`config.mk`:
```
export PLATFORM = sky130hd
export DESIGN_NAME = input_req_ctrl_flat
export DESIGN_NICKNAME = d
export VERILOG_FILES = /design/src/rtl/input_req_ctrl_if.sv /design/src/rtl/input_req_ctrl.sv /design/src/flat_wrapper.sv
export SDC_FILE = /design/constraint.sdc
export NUM_CORES = 1
export LEC_CHECK = 0
export BUFFER_PORTS_ARGS = -buffer_cell sky130_fd_sc_hd__buf_2
export CORE_MARGIN = 10
export CORE_UTILIZATION = 51
export CTS_CLUSTER_DIAMETER = 200
export CTS_CLUSTER_SIZE = 30
export DETAILED_ROUTE_END_ITERATION = 16
export PLACE_DENSITY_LB_ADDON = 0.05
export SYNTH_ARGS = -nofsm -noshare
export SYNTH_HDL_FRONTEND = slang
export SYNTH_SLANG_ARGS = --single-unit
```
`constraint.sdc`:
```
create_clock -name clk -period 2.8 [get_ports clk]
set_clock_uncertainty 0.2 [all_clocks]
set_input_delay 0.56 -clock clk [delete_from_list [all_inputs] [get_ports clk]]
set_output_delay 0.56 -clock clk [all_outputs]
set_load 0.02 [all_outputs]
```
`src/rtl/input_req_ctrl_if.sv`:
```
// Router input-port bundle: upstream flit link, request/grant to the output
// arbiters, downstream flit link and status.
//   master : the input requester (drives ready, req, fout, busy, err)
//   slave  : the surrounding router / environment
interface input_req_ctrl_if #(
    parameter int FLIT_WIDTH   = 34,
    parameter int N_OF_OUTPUTS = 5
);
    logic                    fin_valid_i;
    logic [FLIT_WIDTH-1:0]   fin_data_i;
    logic                    fin_ready_o;
    logic [N_OF_OUTPUTS-1:0] req_o;
    logic [N_OF_OUTPUTS-1:0] grant_i;
    logic                    fout_valid_o;
    logic [FLIT_WIDTH-1:0]   fout_data_o;
    logic                    fout_ready_i;
    logic                    busy_o;
    logic                    err_o;

    modport master (
        input  fin_valid_i, fin_data_i, grant_i, fout_ready_i,
        output fin_ready_o, req_o, fout_valid_o, fout_data_o, busy_o, err_o
    );

    modport slave (
        output fin_valid_i, fin_data_i, grant_i, fout_ready_i,
        input  fin_ready_o, req_o, fout_valid_o, fout_data_o, busy_o, err_o
    );
endinterface

```
`src/rtl/input_req_ctrl.sv`:
```
// Router input-port requester.
// Buffers incoming flits in a small FIFO, decodes the destination port from
// the head flit, raises a one-hot request to that output's arbiter, streams
// the packet while granted and drops the request after the tail flit.
// Ports:
//   clk  - clock, all state on rising edge
//   rst  - synchronous active-high reset
//   bus  - input_req_ctrl_if.master: fin_* upstream link, req_o/grant_i
//          arbiter handshake, fout_* downstream link, busy_o, err_o
module input_req_ctrl #(
    parameter int FLIT_WIDTH   = 34,
    parameter int N_OF_OUTPUTS = 5,
    parameter int FIFO_DEPTH   = 4,
    parameter int DEST_LSB     = 0,
    parameter int DEST_W       = 3
) (
    input  logic clk,
    input  logic rst,
    input_req_ctrl_if.master bus
);
    localparam int AW = (FIFO_DEPTH > 1) ? $clog2(FIFO_DEPTH) : 1;

    localparam logic [1:0] ST_IDLE = 2'd0;
    localparam logic [1:0] ST_REQ  = 2'd1;
    localparam logic [1:0] ST_XFER = 2'd2;

    logic [FLIT_WIDTH-1:0]   mem [FIFO_DEPTH];
    logic [AW-1:0]           wr_ptr, rd_ptr;
    logic [AW:0]             count;
    logic [1:0]              state;
    logic [N_OF_OUTPUTS-1:0] req_q;
    logic                    err_q;

    logic [FLIT_WIDTH-1:0]   head;
    logic [1:0]              head_type;
    logic [DEST_W-1:0]       head_dest;
    logic empty, full, head_ok, granted, fout_valid, push, pop, drop, tail_pop;

    assign empty     = (count == '0);
    assign full      = (count == (AW+1)'(FIFO_DEPTH));
    assign head      = mem[rd_ptr];
    assign head_type = head[FLIT_WIDTH-1 -: 2];
    assign head_dest = head[DEST_LSB +: DEST_W];

    // HEAD (00) and HEAD_TAIL (11) are the only types with equal bits
    assign head_ok = (head_type[1] == head_type[0]) &&
                     ({1'b0, head_dest} < (DEST_W+1)'(N_OF_OUTPUTS));

    // req_q is one-hot on the latched destination, so this is grant_i[dest]
    assign granted    = |(req_q & bus.grant_i);
    assign fout_valid = (state == ST_XFER) && !empty && granted;

    assign push     = bus.fin_valid_i && !full;
    assign drop     = (state == ST_IDLE) && !empty && !head_ok;
    assign pop      = drop || (fout_valid && bus.fout_ready_i);
    // TAIL (10) and HEAD_TAIL (11) both close the packet
    assign tail_pop = fout_valid && bus.fout_ready_i && head_type[1];

    // storage has no reset: contents are only observed through count
    always_ff @(posedge clk) begin
        if (push) mem[wr_ptr] <= bus.fin_data_i;
    end

    always_ff @(posedge clk) begin
        if (rst) begin
            wr_ptr <= '0;
            rd_ptr <= '0;
            count  <= '0;
        end else begin
            if (push) wr_ptr <= wr_ptr + AW'(1);
            if (pop)  rd_ptr <= rd_ptr + AW'(1);
            count <= count + (AW+1)'(push) - (AW+1)'(pop);
        end
    end

    always_ff @(posedge clk) begin
        if (rst) begin
            state <= ST_IDLE;
            req_q <= '0;
            err_q <= 1'b0;
        end else begin
            err_q <= drop;
            case (state)
                ST_IDLE: begin
                    if (!empty && head_ok) begin
                        req_q <= N_OF_OUTPUTS'(1) << head_dest;
                        state <= ST_REQ;
                    end
                end
                ST_REQ: begin
                    if (granted) state <= ST_XFER;
                end
                ST_XFER: begin
                    if (tail_pop) begin
                        req_q <= '0;
                        state <= ST_IDLE;
                    end
                end
                default: begin
                    req_q <= '0;
                    state <= ST_IDLE;
                end
            endcase
        end
    end

    assign bus.fin_ready_o  = !full;
    assign bus.req_o        = req_q;
    assign bus.fout_valid_o = fout_valid;
    assign bus.fout_data_o  = head;
    assign bus.busy_o       = (state != ST_IDLE);
    assign bus.err_o        = err_q;
endmodule

```
`src/flat_wrapper.sv`:
```
// flat-port wrapper written by rule: the top's interface ports become plain ports
module input_req_ctrl_flat 
#(
    parameter int FLIT_WIDTH   = 34,
    parameter int N_OF_OUTPUTS = 5,
    parameter int FIFO_DEPTH   = 4,
    parameter int DEST_LSB     = 0,
    parameter int DEST_W       = 3
)
  (clk, rst, bus_fin_valid_i, bus_fin_data_i, bus_grant_i, bus_fout_ready_i, bus_fin_ready_o, bus_req_o, bus_fout_valid_o, bus_fout_data_o, bus_busy_o, bus_err_o);
  input_req_ctrl_if #(.FLIT_WIDTH(FLIT_WIDTH), .N_OF_OUTPUTS(N_OF_OUTPUTS)) bus_i ();
  input  logic clk;
  input  logic rst;
  input wire logic [$bits(bus_i.fin_valid_i)-1:0] bus_fin_valid_i;
  input wire logic [$bits(bus_i.fin_data_i)-1:0] bus_fin_data_i;
  input wire logic [$bits(bus_i.grant_i)-1:0] bus_grant_i;
  input wire logic [$bits(bus_i.fout_ready_i)-1:0] bus_fout_ready_i;
  output wire logic [$bits(bus_i.fin_ready_o)-1:0] bus_fin_ready_o;
  output wire logic [$bits(bus_i.req_o)-1:0] bus_req_o;
  output wire logic [$bits(bus_i.fout_valid_o)-1:0] bus_fout_valid_o;
  output wire logic [$bits(bus_i.fout_data_o)-1:0] bus_fout_data_o;
  output wire logic [$bits(bus_i.busy_o)-1:0] bus_busy_o;
  output wire logic [$bits(bus_i.err_o)-1:0] bus_err_o;
  assign bus_i.fin_valid_i = bus_fin_valid_i;
  assign bus_i.fin_data_i = bus_fin_data_i;
  assign bus_i.grant_i = bus_grant_i;
  assign bus_i.fout_ready_i = bus_fout_ready_i;
  assign bus_fin_ready_o = bus_i.fin_ready_o;
  assign bus_req_o = bus_i.req_o;
  assign bus_fout_valid_o = bus_i.fout_valid_o;
  assign bus_fout_data_o = bus_i.fout_data_o;
  assign bus_busy_o = bus_i.busy_o;
  assign bus_err_o = bus_i.err_o;
  input_req_ctrl #(.FLIT_WIDTH(FLIT_WIDTH), .N_OF_OUTPUTS(N_OF_OUTPUTS), .FIFO_DEPTH(FIFO_DEPTH), .DEST_LSB(DEST_LSB), .DEST_W(DEST_W)) u_core (.clk(clk), .rst(rst), .bus(bus_i));
endmodule
```
== Word level (Yosys, flattened, before mapping) ==
Memory sizes are Yosys's and may differ from the RTL's. A register that Yosys moved wholly into a read port is not among the register bits.
Cells that the tools add are included.
Cells by class
  add/subtract/negate cells: 4
  order comparisons: 1
  equality and inequality tests: 7
  shift operators: 1
  muxes and demuxes: 11
  bitwise gates (word level): 2
  reductions and logical operators: 19
Operators with widths (count)
  $pmux W5 S3: 1
  $mux W2: 5
  $mux W5: 2
  $logic_and A1 B1 Y1: 9
  $pmux W2 S3: 1
  $reduce_and A3 Y1: 2
  $and A5 B5 Y5: 1
  $reduce_or A5 Y1: 1
  $shl A1 B3 Y5 const A: 1
  $add A2 B1 Y2 const B: 2
  $ne A2 B1 Y1 const B: 2
  $add A3 B1 Y3: 1
  $eq A3 B3 Y1 const B: 1
  $logic_not A1 Y1: 3
  $logic_not A3 Y1: 1
  $lt A3 B3 Y1 const B: 1
  $sub A3 B1 Y3: 1
  $eq A2 B1 Y1 const B: 1
  $eq A2 B2 Y1 const B: 1
  $logic_not A2 Y1: 1
  $mux W1: 2
  $ne A2 B2 Y1 const B: 1
  $reduce_bool A2 Y1: 1
  $eq A1 B1 Y1: 1
  2 further kinds: 2
Word-level totals
  register bits: 15
  memory bits (writable): 136
  input bits: 43
  word-level logic and storage cells: 52
  memories kept: 1
Memory list
  u_core.mem: depth 4, width 34, rd ports 1, clocked after Yosys merged registers in 1, write ports 1, RTL line input_req_ctrl.sv:27  | logic [FLIT_WIDTH-1:0] mem [FIFO_DEPTH];

== Longest topological paths before layout ==
Gate-level depths: netlist (run 1).
  depth in word-level cells: 8
  depth in mapped cells: 12

== Worst setup path before layout (run 1) ==
OpenSTA, ideal clock, no wires.
  path kind: register to register
  start point: register (tool-made name)
  end point: register u_core.count[2]
  setup time: 128 ps
  arrival: 2676 ps
  path slack: -204 ps
  stages on the path, launching flop included: 13
  buffers on the path: 1
  clock period less this slack: 3004 ps
  cells stage by stage: dfxtp_1 buf_6 mux4_2 xnor2_1 o211ai_1 ha_1 inv_1 ha_1 inv_1 fa_1 xor2_1 xnor2_1 nor2_1
RTL lines
  to (signal assigned): RTL line input_req_ctrl.sv:72  | count <= count + (AW+1)'(push) - (AW+1)'(pop);
  to (decl): RTL line input_req_ctrl.sv:29  | logic [AW:0] count;

==> results.yml, run 1 <==
global_route:
  grt_pass1_wl_mm: 16.7
  grt_max_degree: 22
  groute.usage.overall: 0.137
  overflow: 0
  antenna_found_initial: 0
  grt_pass1_vias: 3063
detailed_routing:
  drt_iter0_drc: 185
  remaining_drc_errors: 0
  antenna_left: 0
  firstDrtPassIters: 4
  via_count: 2852
  wl_per_cell_um: 19.8
  routed_wl_mm: 10.5
  viasPerCell: 5.34
finish:
  drive_gt1_frac: 0.447
  nets: 432
  diodes: 0
  final_area_um2: 7060
  syn_to_final_growth_pct: 22.6
  postLayoutCoreUtil: 0.646
  fillerInstances: 786
setup_path:
  cp_max_fo: 6
  cpPeakStageDelay_ps: 530
  start_kind: "flop"
  crit_path_end_kind: "flop"
  worstSetupPathType: "reg2reg"
  cp_slowest_cell: "mux4_2"
  crit_chain: "buf_4, mux4_2, o2111ai_2, o211ai_1, ha_1, inv_1, ha_1, inv_1, fa_2, xor2_1, xnor2_1, nor2_1"
  crit_arrival_ps: 2870
  required_ps: 2890
  crit_family: "adder cells"
  cp.buffers_inverters: 3
job:
  cap_violations: 0
clock_network:
  clockBufferDepth: 2
  clock_latency_ps: 420
  h-tree-depth: 4
  cts_root_buf: "clkbuf_16"
  tritoncts: "yes"
  numCtsBuffers: 17
  clkTransAtPathRegs_ps: 60
  cts_sinks: 153
logic_synthesis:
  ys_top_cells_by_count: "edfxtp_1, mux4_2, dfxtp_1, nor2_1"
  muxShareOfSynthArea: 0.135
  synth_fa_ha_area_frac: 0.0165
  ys_warn_count: 0
  yosysTopAreaCellShare: 0.709
  netlist-cell-type-count: 38
  ys_seq_area_frac: 0.768
  ys_top_cells_by_area: "edfxtp_1, mux4_2, dfxtp_1"
  synth_top_family_by_area: "multiplexers"
  synth_compound_area_frac: 0.0228
  synth_nets: 322
  ys_ff_latch: 153
  netlist_instances: 272
  yosys.area.top_type: "edfxtp_1"
  synth_top_flop_cell: "edfxtp_1"
  synthSimpleGateAreaFrac: 0.0367
  yosysMostFrequentCell: "edfxtp_1"
  async_reset_ff_frac: 0
  synth_xor_area_frac: 0.00912
  syn_area_per_cell_um2: 21.2
  synth_edf_count: 136
  synthesis.area_um2: 5760
pwr:
  switching_power_mw: 2.18
  peakVddDrop_uv: 829
  p_comb_frac: 0.294
  swShare: 0.303
  p_leak_nw: 2.48
  p_clk_frac: 0.299
  p_int_mw: 5.02
  seq_power_share: 0.407
  p_per_area_nw_per_um2: 1020
placed_design:
  gp_congestion: 0.714
  dp_slack_ps: -95.1
  io_buffers: 85
  hpwl_mm: 6.94
  placed_cell_area_um2: 6490
floorplan:
  die_height_um: 126
  ios: 86
  die_w_um: 126
  initial_core_util: 0.527
  fp-row-count: 38
  core_area_um2: 10900
  dieArea_um2: 15900
status:
  status: "finished, final reports clean"
timing:
  clock.fmax_ghz: 0.360
  relSlewSlack: 0.661
  slew_viol_final: 0
  min_period_ps: 2770
  hold_violations: 0
  whs_ps: 153
  grt_setup_unrepaired: "true"
  setup_ws_ps: 25.9
  setup_viol: 0
  period_share: 0.991
  tightest_slew_ps: 508
worst_hold_path:
  hp-class: "in2reg"
[flip-flops by register name (all words and copies together), names as in the netlist, named ones only]
name,cells
u_core.mem,136
u_core.bus.req_o,5
u_core.count,3
u_core.rd_ptr,2
u_core.state,2
u_core.wr_ptr,2
u_core.bus.err_o,1
[power by group through the flow]
stage	combinational (mW)	clock [mW]	sequential (mW)
6_report	2.12	2.15	2.93
5_1_grt	2.31	2.30	2.96
4_1_cts	2.16	2.19	2.94
3_5_place_dp	2.14	0	2.98
3_3_place_gp	2.13	0	2.96
2_1_floorplan	1.45	0	2.95
[placed cells by master (no fill, tap or decap), types with 4 or more instances in the layout]
| master | netlist | layout |
|---|---|---|
| edfxtp_1 | 136 | 136 |
| buf_2 | 2 | 85 |
| mux4_2 | 34 | 34 |
| clkbuf_16 | 0 | 17 |
| dfxtp_1 | 17 | 15 |
| nor2_1 | 12 | 12 |
| buf_4 | 0 | 11 |
| inv_1 | 6 | 6 |
| ha_1 | 6 | 6 |
| nand2_1 | 5 | 5 |
| and3_2 | 0 | 4 |
| xnor2_1 | 4 | 4 |
| nor3_1 | 4 | 4 |
| a21oi_1 | 4 | 4 |
| clkinv_2 | 0 | 4 |
| buf_12 | 0 | 4 |
[what timing repair did]
action	4_1_cts	5_1_grt
buffers inserted	0	1
pin swaps	4	1
resized for setup	2	1
setup endpoints to repair	1	2
hold buffers	0	0
[logic make-up (layout without fill, tap and decap cells)]
family,after synthesis,count (layout)
muxes,35,35
AOI/OAI and AO/OA,17,17
and+or+nand+nor,38,38
adders and majority gates,7,7
buffers and inverters,16,138
DFF,153,153
xor gates and xnor gates,6,6
[final timing paths]
kind,start,to,slack [ps],cells past startpoint
setup reg to reg,flop,u_core.count[2],30,12
hold reg to reg,u_core.bus.req_o[2],u_core.bus.req_o[2],290,1
hold / removal,bus_fin_data_i[11],u_core.mem[3][11],150,1
setup / recovery,flop,u_core.count[2],30,12
[metrics by stage]
stage               power [mW]  setup TNS, ps  instances
floorplan                 4.40           -222        272
global placement          5.10          -89.1        502
detailed placement        5.12          -95.1        502
CTS                       7.29          -2.16        533
global route              7.57           -162        534
finish                    7.20              0        534
[cell type report]
type | count | area [µm²] | share of cell area
repair buffers | 101 | 599 | 0.0848
inverters | 6 | 22.5 | 0.00319
clock buffers | 18 | 429 | 0.0608
clock inverters | 13 | 129 | 0.0182
flip-flops and latches | 153 | 4430 | 0.627
well taps | 140 | 175 | 0.0248
multi-input cells | 103 | 1280 | 0.181
[per-layer routing]
metal  part of all wire  vias up  track usage  routed length, µm
li1                   -     1335            -                  -
met1               0.41     1437        0.152               4310
met2               0.52       66        0.226               5490
met3              0.057       14       0.0570                596
met4              0.014        0       0.0589                152
met5                  0        -            0                  0
Note: power is estimated with default switching activity, not from simulation.
==> inputs of run 2 (changes only) <==
==> constraint.sdc (replaced) <==
create_clock -name clk -period 2.8 [get_ports clk]
set_clock_uncertainty 0.2 [all_clocks]
set_input_delay 0.56 -clock clk [delete_from_list [all_inputs] [get_ports clk]]
set_output_delay 0.56 -clock clk [all_outputs]
set_load 0.005 [all_outputs]
==> results.yml, run 2 (synthesis gave the netlist of run 1 again) <==
status:
  status: "finished, final reports clean"
clock_network:
  tritoncts: "yes"
  clkTransAtPathRegs_ps: 60
  cts_root_buf: "clkbuf_16"
  cts.hold.buffers_added: 0
  clock_latency_ps: 400
  h-tree-depth: 4
  clockBufferDepth: 2
  cts_sinks: 153
  numCtsBuffers: 17
global_route:
  groute.usage.overall: 0.137
  antenna_found_initial: 0
  grt_pass1_wl_mm: 17.0
  overflow: 0
  grt_pass1_vias: 3147
  grt_max_degree: 30
floorplan:
  core_area_um2: 10900
  dieArea_um2: 15900
  fp-row-count: 38
  initial_core_util: 0.527
  die_height_um: 126
  die_w_um: 126
  ios: 86
detailed_routing:
  routed-wl-met2_mm: 5.41
  antenna_left: 0
  remaining_drc_errors: 0
  viasPerCell: 5.30
  met3WireLength_um: 622
  via_count: 2843
  wl_per_cell_um: 19.5
  top_layer: "met4"
  routed_wl_mm: 10.5
  m1WireLength_mm: 4.34
  firstDrtPassIters: 5
  drt_iter0_drc: 140
timing:
  slew_viol_final: 0
  hold_violations: 0
  clock.fmax_ghz: 0.359
  relSlewSlack: 0.643
  min_period_ps: 2790
  period_share: 0.995
  setup_ws_ps: 14.5
  setup_viol: 0
  tightest_slew_ps: 536
  grt_setup_unrepaired: "true"
pwr:
  swShare: 0.266
  p_int_mw: 5.03
  power_mw: 6.86
  p_leak_nw: 2.48
  p_per_area_nw_per_um2: 974
  seq_power_share: 0.427
  p_clk_frac: 0.304
  switching_power_mw: 1.82
  peakVddDrop_uv: 514
  p_comb_frac: 0.269
finish:
  final_area_um2: 7040
  diodes: 0
  drive_gt1_frac: 0.439
  regMostFlops: "u_core.mem"
  final_cell_mix: "edfxtp_1, buf_2, mux4_2"
  final_common_cell: "edfxtp_1"
  largest_reg_flops: 136
  syn_to_final_growth_pct: 22.2
  nets: 434
setup_path:
  worstSetupPathType: "reg2reg"
  crit_family: "adder cells"
  start_kind: "flop"
  crit_arrival_ps: 2880
  crit_chain: "mux4_2, xnor2_1, o211ai_1, ha_1, inv_1, ha_1, inv_1, fa_2, xor2_1, xnor2_1, nor2_1"
  cpPeakStageDelay_ps: 530
  cp.buffers_inverters: 2
  cp_slowest_cell: "mux4_2"
  required_ps: 2890
  cp_max_fo: 6
  crit_path_end_kind: "flop"
worst_hold_path:
  min-delay-start: "bus_fin_data_i[28]"
  hp-class: "in2reg"
job:
  cap_violations: 0
placed_design:
  gp_congestion: 0.721
  hpwl_mm: 6.97
  placed_cell_area_um2: 6460
  io_buffers: 85
  dp_slack_ps: -160
-- run 2: worst reg2reg max path, stage by stage (launching register included) --
cell and delay [ps]:
dfxtp_4 400, mux4_2 530, xnor2_1 140, o211ai_1 220, ha_1 270, inv_1 60
ha_1 120, inv_1 50, fa_2 340, xor2_1 160, xnor2_1 130, nor2_1 50
-- run 2: final timing paths --
check	cells past startpoint	slack, ps	end
worst max register to register	11	10	u_core.count[2]
worst max-delay path	11	10	u_core.count[2]
worst min-delay path	1	160	u_core.mem[1][28]
worst min register to register	1	290	u_core.bus.req_o[2]
-- run 2: routing by layer --
| layer | vias to the layer above | global-route usage |
|---|---|---|
| met5 | - | 0 |
| li1 | 1338 | - |
| met3 | 10 | 0.0566 |
| met2 | 64 | 0.224 |
| met4 | 0 | 0.0482 |
| met1 | 1431 | 0.161 |
-- run 2: timing repair --
item	in CTS	in global routing
buffers inserted	2	1
pin swaps	5	1
gates resized for setup	3	1
endpoints found under the setup margin	30	26
-- run 2: metrics by stage --
step / instances / util / hold slack, ps / TNS (ps)
floorplan: 272 / - / 277 / -110
global placement: 502 / 0.591 / 266 / -108
detailed placement: 502 / 0.591 / 270 / -178
CTS: 535 / 0.643 / 142 / -7.70
global route: 536 / 0.644 / 145 / -253
finish: 536 / 0.644 / 161 / 0
-- run 2: power by group through the flow --
stage / Combinational (mW) / Sequential, mW / Clock, mW
floorplan: 1.14 / 2.93 / 0
global placement: 1.80 / 2.97 / 0
detailed placement: 1.83 / 2.98 / 0
CTS: 1.88 / 2.93 / 2.13
global route: 2.06 / 2.96 / 2.24
finish: 1.84 / 2.93 / 2.09
-- run 2: layout make-up --
class / count / area, µm²
multi-input combinational: 103 / 1280
clock buffer: 19 / 433
timing repair buffer: 103 / 592
sequential: 153 / 4430
clock inverter: 12 / 109
inverter: 6 / 22.5
tap: 140 / 175
fill: 759 / 3890
